### src/rtl/div_if.sv
// Issue/writeback handshake bundle for the iterative divide unit.
// The issue stage holds the master side; div_unit holds the slave side.
interface div_if #(
  parameter int WIDTH = 32
);
  logic             in_valid;
  logic             in_ready;
  logic [WIDTH-1:0] in_a;
  logic [WIDTH-1:0] in_b;
  logic [1:0]       div_op;
  logic             flush;
  logic             out_valid;
  logic             out_ready;
  logic [WIDTH-1:0] rd_val_out;
  logic             busy;

  modport master (
    output in_valid, in_a, in_b, div_op, flush, out_ready,
    input  in_ready, out_valid, rd_val_out, busy
  );

  modport slave (
    input  in_valid, in_a, in_b, div_op, flush, out_ready,
    output in_ready, out_valid, rd_val_out, busy
  );
endinterface

### src/rtl/div_unit.sv
// Iterative RV32M divide/remainder unit (DIV, DIVU, REM, REMU).
// Restoring shift-subtract, one quotient bit per cycle, with early exit
// for divide-by-zero and signed overflow.
//
// state | meaning
// IDLE  | waiting for a request, in_ready high
// CALC  | shift-subtract iterations in progress
// DONE  | result registered, out_valid high until out_ready
module div_unit #(
  parameter int WIDTH = 32
) (
  input logic clk,
  input logic rst,
  div_if.slave bus
);
  localparam int CW = (WIDTH > 1) ? $clog2(WIDTH) : 1;
  localparam logic [WIDTH-1:0] MIN_NEG = {1'b1, {(WIDTH-1){1'b0}}};

  typedef enum logic [1:0] {
    IDLE = 2'd0,
    CALC = 2'd1,
    DONE = 2'd2
  } state_t;

  state_t state_q, state_d;

  logic [WIDTH:0]   rem_q;
  logic [WIDTH-1:0] quo_q;
  logic [WIDTH-1:0] dvs_q;
  logic [WIDTH-1:0] rd_val_q;
  logic [CW-1:0]    cnt_q;
  logic [1:0]       op_q;
  logic             neg_quo_q;
  logic             neg_rem_q;

  logic             accept;
  logic             op_signed;
  logic             op_rem;
  logic             a_neg;
  logic             b_neg;
  logic             b_zero;
  logic             ovf;
  logic             special;
  logic [WIDTH-1:0] a_mag;
  logic [WIDTH-1:0] b_mag;
  logic [WIDTH-1:0] special_val;

  logic [WIDTH:0]   shifted;
  logic [WIDTH+1:0] trial;
  logic             borrow;
  logic [WIDTH:0]   rem_step;
  logic [WIDTH-1:0] quo_step;
  logic [WIDTH-1:0] quo_fix;
  logic [WIDTH-1:0] rem_fix;
  logic [WIDTH-1:0] calc_val;
  logic             last_iter;

  // Request decode: operand magnitudes and special-case detection.
  assign accept    = (state_q == IDLE) && bus.in_valid && !bus.flush;
  assign op_signed = ~bus.div_op[0];
  assign op_rem    = bus.div_op[1];
  assign a_neg     = op_signed & bus.in_a[WIDTH-1];
  assign b_neg     = op_signed & bus.in_b[WIDTH-1];
  assign a_mag     = a_neg ? (-bus.in_a) : bus.in_a;
  assign b_mag     = b_neg ? (-bus.in_b) : bus.in_b;
  assign b_zero    = (bus.in_b == '0);
  assign ovf       = op_signed && (bus.in_a == MIN_NEG) && (bus.in_b == '1);
  assign special   = b_zero | ovf;

  // Preloaded result for the early-exit cases; no sign fixup applies here.
  always_comb begin
    special_val = '0;
    if (b_zero) begin
      special_val = op_rem ? bus.in_a : '1;
    end else if (ovf) begin
      special_val = op_rem ? '0 : MIN_NEG;
    end
  end

  // One restoring step; the borrow out of the widened subtraction decides
  // whether the trial remainder is kept.
  assign shifted   = {rem_q[WIDTH-1:0], quo_q[WIDTH-1]};
  assign trial     = {1'b0, shifted} - {2'b00, dvs_q};
  assign borrow    = trial[WIDTH+1];
  assign rem_step  = borrow ? shifted : trial[WIDTH:0];
  assign quo_step  = {quo_q[WIDTH-2:0], ~borrow};
  assign quo_fix   = neg_quo_q ? (-quo_step) : quo_step;
  assign rem_fix   = neg_rem_q ? (-rem_step[WIDTH-1:0]) : rem_step[WIDTH-1:0];
  assign calc_val  = op_q[1] ? rem_fix : quo_fix;
  assign last_iter = (state_q == CALC) && (cnt_q == '0);

  // Next-state decode; flush overrides every other transition.
  always_comb begin
    state_d = state_q;
    unique case (state_q)
      IDLE: begin
        if (accept) begin
          state_d = special ? DONE : CALC;
        end
      end
      CALC: begin
        if (cnt_q == '0) begin
          state_d = DONE;
        end
      end
      DONE: begin
        if (bus.out_ready) begin
          state_d = IDLE;
        end
      end
      default: state_d = IDLE;
    endcase
    if (bus.flush) begin
      state_d = IDLE;
    end
  end

  // State register.
  always_ff @(posedge clk or posedge rst) begin
    if (rst) begin
      state_q <= IDLE;
    end else begin
      state_q <= state_d;
    end
  end

  // Operand latch on accept and per-cycle shift-subtract in CALC.
  always_ff @(posedge clk or posedge rst) begin
    if (rst) begin
      rem_q     <= '0;
      quo_q     <= '0;
      dvs_q     <= '0;
      cnt_q     <= '0;
      op_q      <= '0;
      neg_quo_q <= 1'b0;
      neg_rem_q <= 1'b0;
    end else if (accept) begin
      rem_q     <= '0;
      quo_q     <= a_mag;
      dvs_q     <= b_mag;
      cnt_q     <= CW'(WIDTH - 1);
      op_q      <= bus.div_op;
      neg_quo_q <= a_neg ^ b_neg;
      neg_rem_q <= a_neg;
    end else if (state_q == CALC) begin
      rem_q <= rem_step;
      quo_q <= quo_step;
      if (cnt_q != '0) begin
        cnt_q <= cnt_q - 1'b1;
      end
    end
  end

  // Result register, loaded only on entry to DONE so it holds under backpressure.
  always_ff @(posedge clk or posedge rst) begin
    if (rst) begin
      rd_val_q <= '0;
    end else if (accept && special) begin
      rd_val_q <= special_val;
    end else if (last_iter && !bus.flush) begin
      rd_val_q <= calc_val;
    end
  end

  assign bus.in_ready   = (state_q == IDLE);
  assign bus.out_valid  = (state_q == DONE);
  assign bus.busy       = (state_q != IDLE);
  assign bus.rd_val_out = rd_val_q;
endmodule

### src/flat_wrapper.sv
// flat-port wrapper written by rule: the top's interface ports become plain ports
module div_unit_flat 
#(
  parameter int WIDTH = 32
)
  (clk, rst, bus_in_valid, bus_in_a, bus_in_b, bus_div_op, bus_flush, bus_out_ready, bus_in_ready, bus_out_valid, bus_rd_val_out, bus_busy);
  div_if #(.WIDTH(WIDTH)) bus_i ();
  input logic clk;
  input logic rst;
  input wire logic [$bits(bus_i.in_valid)-1:0] bus_in_valid;
  input wire logic [$bits(bus_i.in_a)-1:0] bus_in_a;
  input wire logic [$bits(bus_i.in_b)-1:0] bus_in_b;
  input wire logic [$bits(bus_i.div_op)-1:0] bus_div_op;
  input wire logic [$bits(bus_i.flush)-1:0] bus_flush;
  input wire logic [$bits(bus_i.out_ready)-1:0] bus_out_ready;
  output wire logic [$bits(bus_i.in_ready)-1:0] bus_in_ready;
  output wire logic [$bits(bus_i.out_valid)-1:0] bus_out_valid;
  output wire logic [$bits(bus_i.rd_val_out)-1:0] bus_rd_val_out;
  output wire logic [$bits(bus_i.busy)-1:0] bus_busy;
  assign bus_i.in_valid = bus_in_valid;
  assign bus_i.in_a = bus_in_a;
  assign bus_i.in_b = bus_in_b;
  assign bus_i.div_op = bus_div_op;
  assign bus_i.flush = bus_flush;
  assign bus_i.out_ready = bus_out_ready;
  assign bus_in_ready = bus_i.in_ready;
  assign bus_out_valid = bus_i.out_valid;
  assign bus_rd_val_out = bus_i.rd_val_out;
  assign bus_busy = bus_i.busy;
  div_unit #(.WIDTH(WIDTH)) u_core (.clk(clk), .rst(rst), .bus(bus_i));
endmodule
### config.mk
export PLATFORM = sky130hd
export DESIGN_NAME = div_unit_flat
export DESIGN_NICKNAME = d
export VERILOG_FILES = /design/src/rtl/div_if.sv /design/src/rtl/div_unit.sv /design/src/flat_wrapper.sv
export SDC_FILE = /design/constraint.sdc
export NUM_CORES = 1
export LEC_CHECK = 0
export CAP_MARGIN = 20
export CORE_ASPECT_RATIO = 2
export CORE_MARGIN = 8
export CORE_UTILIZATION = 60
export DETAILED_ROUTE_END_ITERATION = 10
export PLACE_DENSITY = 0.9
export SYNTH_ARGS = -nofsm -noshare
export SYNTH_HDL_FRONTEND = slang
export SYNTH_SLANG_ARGS = --single-unit
### constraint.sdc
create_clock -name clk -period 5.3 [get_ports clk]
set_input_delay 0.795 -clock clk [delete_from_list [all_inputs] [get_ports clk]]
set_output_delay 0.795 -clock clk [all_outputs]
set_load 0.05 [all_outputs]
==> impl_metrics.json, run 1 <==
{
  "status": "finished, final reports clean",
  "dieArea_um2": 24700,
  "arrival_ps": 5340,
  "final_common_cell": "o21ai_0",
  "dp.cells": 1758,
  "synth_nets": 1567,
  "cts_root_buffer": "clkbuf_16",
  "track_usage_pct": 33.9,
  "nets": 1629,
  "htreeDepth": 4,
  "timing.hold.ws_ps": 480,
  "timing_hold_violations_final": 0,
  "crit_buf_inv": 0,
  "cts.sinks": 138,
  "syn_avg_cell_area_um2": 8.10,
  "max-slew-margin-rel_pct": 30.6,
  "min_path_type": "reg2reg",
  "cp_top_family": "compound AO/OA/AOI/OAI gates",
  "cts_buffer_depth": 2,
  "num_antenna_cells": 0,
  "setup_viol": 0,
  "synth_top_cells_by_area": "dfrtp_1, o21ai_0, xor2_1",
  "end_kind": "register",
  "crit_chain": "ha_1 > a21oi_4 > o21ai_1 > a221oi_2 > a21o_2 > nand2_8 > mux2i_1 > ha_1 > nand2_1 > nor4_1 > o21ai_0 > o41ai_1 > nand3_1 > nor3_1 > mux2_2 > o22a_1 > nand2_1",
  "die_w_um": 115,
  "cts_setup_buffers": 0,
  "wl_per_cell_um": 23.0,
  "layoutNonFillerInstCount": 1789,
  "maxSlewViolCount": 0,
  "finalSetupTns_ps": 0,
  "most-common-layout-cells": "o21ai_0, nand2_1, dfrtp_1",
  "ys_seq_elements": 138,
  "drt-total-wl_um": 41200,
  "ir_worst_vdd_mv": 0.326,
  "ioPinCount": 106,
  "grt_setup_unrepaired": "no",
  "setup.worst_path.start_class": "register",
  "required_ps": 5670,
  "cts_tree": "yes",
  "viasPerCell": 6.73,
  "drt_pass1_iterations": 6,
  "area_delta_synth_final_pct": 14.8,
  "crit_fanout": 9,
  "clock.fmax_ghz": 0.201,
  "power.total_mw": 8.14,
  "synth_async_sr_flop_share_pct": 100,
  "clkTransAtPathRegs_ps": 60,
  "highest_layer": "met4",
  "m1WireLength_um": 14000,
  "power.density_nw_per_um2": 601,
  "synth_top_area_share_pct": 29.3,
  "antenna_found_initial": 0,
  "synthDistinctLibCells": 106,
  "numCtsBuffers": 17,
  "synth_top_flop_cell": "dfrtp_1",
  "grt_overflow_total": 0,
  "cp_num_cells": 17,
  "ys_seq_area_share_pct": 29.3,
  "leakage_nw": 5.50,
  "drc_errors": 0,
  "final_core_util_pct": 70.3,
  "ant_nets": 0,
  "nFillCells": 1568,
  "r2r_cells": 17,
  "cts_hold_buf": 0,
  "worstSetupPathType": "reg2reg",
  "max-cap-violations": 0,
  "max_stage_delay_ps": 480,
  "first_iter_violations": 927,
  "period_needed_ps": 4970,
  "vias": 12039,
  "rows": 72,
  "drive_gt1_share_pct": 8.04,
  "wl_met2_um": 21300,
  "syn_inst": 1456,
  "yosys_warnings": 0,
  "grt_pass1_vias": 12183,
  "placed_area_um2": 12900,
  "insertion_delay_ps": 430,
  "fin_skew_ps": 9.63,
  "start_util_pct": 61.2,
  "setup_ws_ps": 328,
  "port_buffers": 105,
  "grt_max_degree": 76,
  "design_area_um2": 13600,
  "core-area_um2": 19300,
  "min_path_cells": 2,
  "tightest_slew_ps": 1040,
  "wl_met3_um": 2330,
  "yosys.area.top_type": "dfrtp_1",
  "place_ws_ps": 315,
  "hpwl_um": 31100,
  "grt_pass1_wl_um": 65100,
  "place_congestion": 0.992,
  "syn-cell-area_um2": 11800,
  "finalCritPeriodShare_pct": 93.8,
  "synth_edf_count": 0,
  "die_h_um": 214,
  "cpMaxStageDelayCell": "dfrtp_1"
}
## power by group
part / switching [mW] / internal [mW]
Sequential: 0.352 / 1.30
Combinational: 3.35 / 1.87
Clock: 0.500 / 0.762
## path summary, 6_finish.rpt
check,start,slack (ps),end
max,u_core.rem_q[5],330,u_core.bus.rd_val_out[28]
min,u_core.dvs_q[26],480,u_core.dvs_q[26]
max reg2reg,u_core.rem_q[5],330,u_core.bus.rd_val_out[28]
min reg2reg,u_core.dvs_q[26],480,u_core.dvs_q[26]
max in group asynchronous,rst,3470,u_core.rem_q[4]
min in group asynchronous,rst,790,u_core.quo_q[29]
## state kept, by name, summed over array words and instances, names as in the netlist
name and flops:
u_core.bus.rd_val_out 32, u_core.cnt_q 5, u_core.dvs_q 32, u_core.neg_quo_q 1, u_core.neg_rem_q 1, u_core.op_q 1
u_core.quo_q 32, u_core.rem_q 32, u_core.state_q 2
## synthesized netlist by cell type (all sizes together), types with 29 or more instances
cell type and instances:
ha 39, dfrtp 138, o21ai 195, inv 62, nor2 95, xor2 68
mux2i 29, clkbuf 58, a21oi 83, xnor2 65, nand3 58, a22oi 31
nand2 153, o31ai 37, nor3 39
## area by class of cell
class	instances	area, µm²	area share (%)
sequential	138	3450	25.5
tap	259	324	2.39
inverter	62	243	1.79
clock inverter	11	145	1.07
multi-input combinational	1171	7700	56.9
clock buffer	20	457	3.37
timing repair buffer	128	1220	9.03
## kinds of logic after synthesis
group,count (synthesis),share of synthesized area (%)
buffers and inverters,147,5.52
xor gates and xnor gates,133,9.87
muxes,31,2.65
and+or+nand+nor,483,20.8
adders and majority gates,40,4.31
DFF,138,29.3
AOI/OAI and AO/OA,484,27.6
## routing by layer
metal / global-route usage (%) / vias to the layer above
li1: - / 5477
met1: 34.9 / 5725
met2: 59.5 / 630
met3: 4.91 / 207
met4: 26.4 / 0
met5: 0 / -
## worst register-to-register path, delay by kind of cell (launching register included)
kind | cells | cell delay, ps
compound gates | 7 | 1990
fa+ha+maj | 2 | 710
flops | 1 | 480
mux | 2 | 680
simple gates | 6 | 1050
## repair_timing
item | in CTS | in global routing
hold endpoints to repair | 0 | 0
endpoints found under the setup margin | 0 | 4
resized for setup | 0 | 2
No activity file was read; power rests on OpenSTA's default activity.
==> run 2, diff against run 1 <==
--- a/config.mk
+++ b/config.mk
@@ -11,6 +11,7 @@
 export CORE_UTILIZATION = 60
 export DETAILED_ROUTE_END_ITERATION = 10
 export PLACE_DENSITY = 0.9
+export SKIP_CTS_REPAIR_TIMING = 1
 export SYNTH_ARGS = -nofsm -noshare
 export SYNTH_HDL_FRONTEND = slang
 export SYNTH_SLANG_ARGS = --single-unit
==> results of run 2 <==
Final layout, timing and power as in run 1 (identical DEF).
==> run 3, diff against run 2 <==
--- a/config.mk
+++ b/config.mk
@@ -9,7 +9,9 @@
 export CORE_ASPECT_RATIO = 2
 export CORE_MARGIN = 8
 export CORE_UTILIZATION = 60
+export CTS_CLUSTER_DIAMETER = 200
 export DETAILED_ROUTE_END_ITERATION = 10
+export GPL_TIMING_DRIVEN = 0
 export PLACE_DENSITY = 0.9
 export SKIP_CTS_REPAIR_TIMING = 1
 export SYNTH_ARGS = -nofsm -noshare
==> run 3 against run 2 <==
Against the previous run:
- the run now ends with setup timing left
- clock skew is essentially flat
- clock power grew 8%
- cell area grew 3.9%
- critical endpoint is now u_core.bus.rd_val_out[30]
- die area is the same
==> impl_metrics.json, run 3 (synthesis gave the netlist of run 1 again) <==
{
  "cts.sinks": 138,
  "area_delta_synth_final_pct": 19.4,
  "drc_errors": 0,
  "port_buffers": 105,
  "grt_max_degree": 73,
  "end_kind": "register",
  "ioPinCount": 106,
  "cts_root_buffer": "clkbuf_16",
  "die_h_um": 214,
  "required_ps": 5600,
  "ir_worst_vdd_mv": 0.325,
  "dieArea_um2": 24700,
  "grt_pass1_wl_um": 69900,
  "status": "finished with violations",
  "drt_pass1_iterations": 7,
  "cts_tree": "yes",
  "core-area_um2": 19300,
  "max-slew-margin-rel_pct": 19.7,
  "numCtsBuffers": 17,
  "cts_buffer_depth": 2,
  "num_antenna_cells": 0,
  "die_w_um": 115,
  "vias": 12584,
  "antenna_found_initial": 1,
  "wl_per_cell_um": 24.5,
  "fin_skew_ps": 9.92,
  "maxSlewViolCount": 0,
  "place_congestion": 1.02,
  "min_path_type": "reg2reg",
  "clkTransAtPathRegs_ps": 60,
  "clock.fmax_ghz": 0.189,
  "start_util_pct": 61.2,
  "design_area_um2": 14100,
  "placed_area_um2": 13200,
  "drt-total-wl_um": 45400,
  "worstSetupPathType": "reg2reg",
  "insertion_delay_ps": 440,
  "setup_ws_ps": -2.37,
  "finalCritPeriodShare_pct": 100,
  "period_needed_ps": 5300,
  "failed_checks": "setup timing",
  "final_common_cell": "o21ai_0",
  "max-cap-violations": 0,
  "viasPerCell": 6.78,
  "power.total_mw": 8.61,
  "first_iter_violations": 989,
  "timing_hold_violations_final": 0,
  "crit_fanout": 10,
  "power.density_nw_per_um2": 611,
  "nets": 1696,
  "layoutNonFillerInstCount": 1856,
  "hpwl_um": 35000,
  "arrival_ps": 5600,
  "htreeDepth": 4,
  "ant_nets": 0,
  "grt_overflow_total": 0,
  "final_core_util_pct": 73.1,
  "drive_gt1_share_pct": 9.27,
  "dp.cells": 1822,
  "setup_viol": 1,
  "most-common-layout-cells": "o21ai_0, nand2_1, dfrtp_1",
  "rows": 72,
  "leakage_nw": 5.66,
  "grt_setup_unrepaired": "yes",
  "setup.worst_path.start_class": "register",
  "grt_pass1_vias": 12787,
  "tightest_slew_ps": 1200,
  "track_usage_pct": 37.3
}
[run 3: changes by cell type in the layout (fill, tap and decap cells not counted), sizes merged]
cell           delta
clkdlybuf4s25     +1
bufinv            +2
clkinv            -2
buf               +8
inv               +1
clkbuf           +57
[run 3: final timing paths]
| check | startpoint | endpoint | slack [ps] | cells past startpoint |
|---|---|---|---|---|
| worst max-delay path | u_core.dvs_q[1] | u_core.bus.rd_val_out[30] | -2 | 21 |
| worst min-delay path | u_core.dvs_q[20] | u_core.dvs_q[20] | 480 | 2 |
| worst max register to register | u_core.dvs_q[1] | u_core.bus.rd_val_out[30] | -2 | 21 |
| worst min register to register | u_core.dvs_q[20] | u_core.dvs_q[20] | 480 | 2 |
| max in group asynchronous | rst | u_core.rem_q[3] | 3670 | 3 |
| min in group asynchronous | rst | u_core.quo_q[29] | 830 | 2 |
[run 3: metal layers]
layer / part of all wire (%) / global-route usage, % / up-vias / wire [µm]
met5: 0.026 / 0 / - / 12
met4: 9.4 / 30.8 / 2 / 4250
met3: 6.1 / 6.12 / 230 / 2790
met2: 51 / 65.1 / 674 / 23300
met1: 33 / 37.3 / 6078 / 15000
li1: - / - / 5600 / -
[run 3: cell type report]
type,count,area [µm²]
clock inverter,12,210
buffer,83,438
inverter,62,258
sequential,138,3450
multi-input combinational,1171,7830
timing repair buffer,112,1120
tap,259,324
fill,1609,5190
clock buffer,19,443
[run 3: worst max-delay path, cell delays in order (launching register included)]
cell        delay, ps
dfrtp_1           390
clkinvlp_4        240
ha_4              300
nor2b_1           140
o2111a_1          280
o211ai_1          460
a21o_1            210
buf_6             170
nand2_8           110
buf_6             200
buf_6             160
mux2i_2           240
ha_2              250
nand2_1           100
nor4_4            200
o21ai_2           150
o41ai_2           390
nand3_2           260
buf_4             240
o41ai_2           360
xnor2_1           210
o21ai_1           100
[run 3: stage by stage]
stage / hold slack [ps] / worst slack, ps / TNS, ps
finish: 478 / -2.37 / -2.37
global route: 516 / -136 / -338
CTS: 484 / -937 / -6130
detailed placement: 465 / -725 / -5160
global placement: 466 / -1010 / -141800
floorplan: 450 / 553 / 0
[run 3: report_power, final]
group	switching [mW]	internal, mW	leakage (nW)	total [mW]
logic	3.57	2.04	3.62	5.60
clock network	0.511	0.853	0.315	1.36
registers	0.336	1.30	1.72	1.64
total	4.41	4.19	5.66	8.61
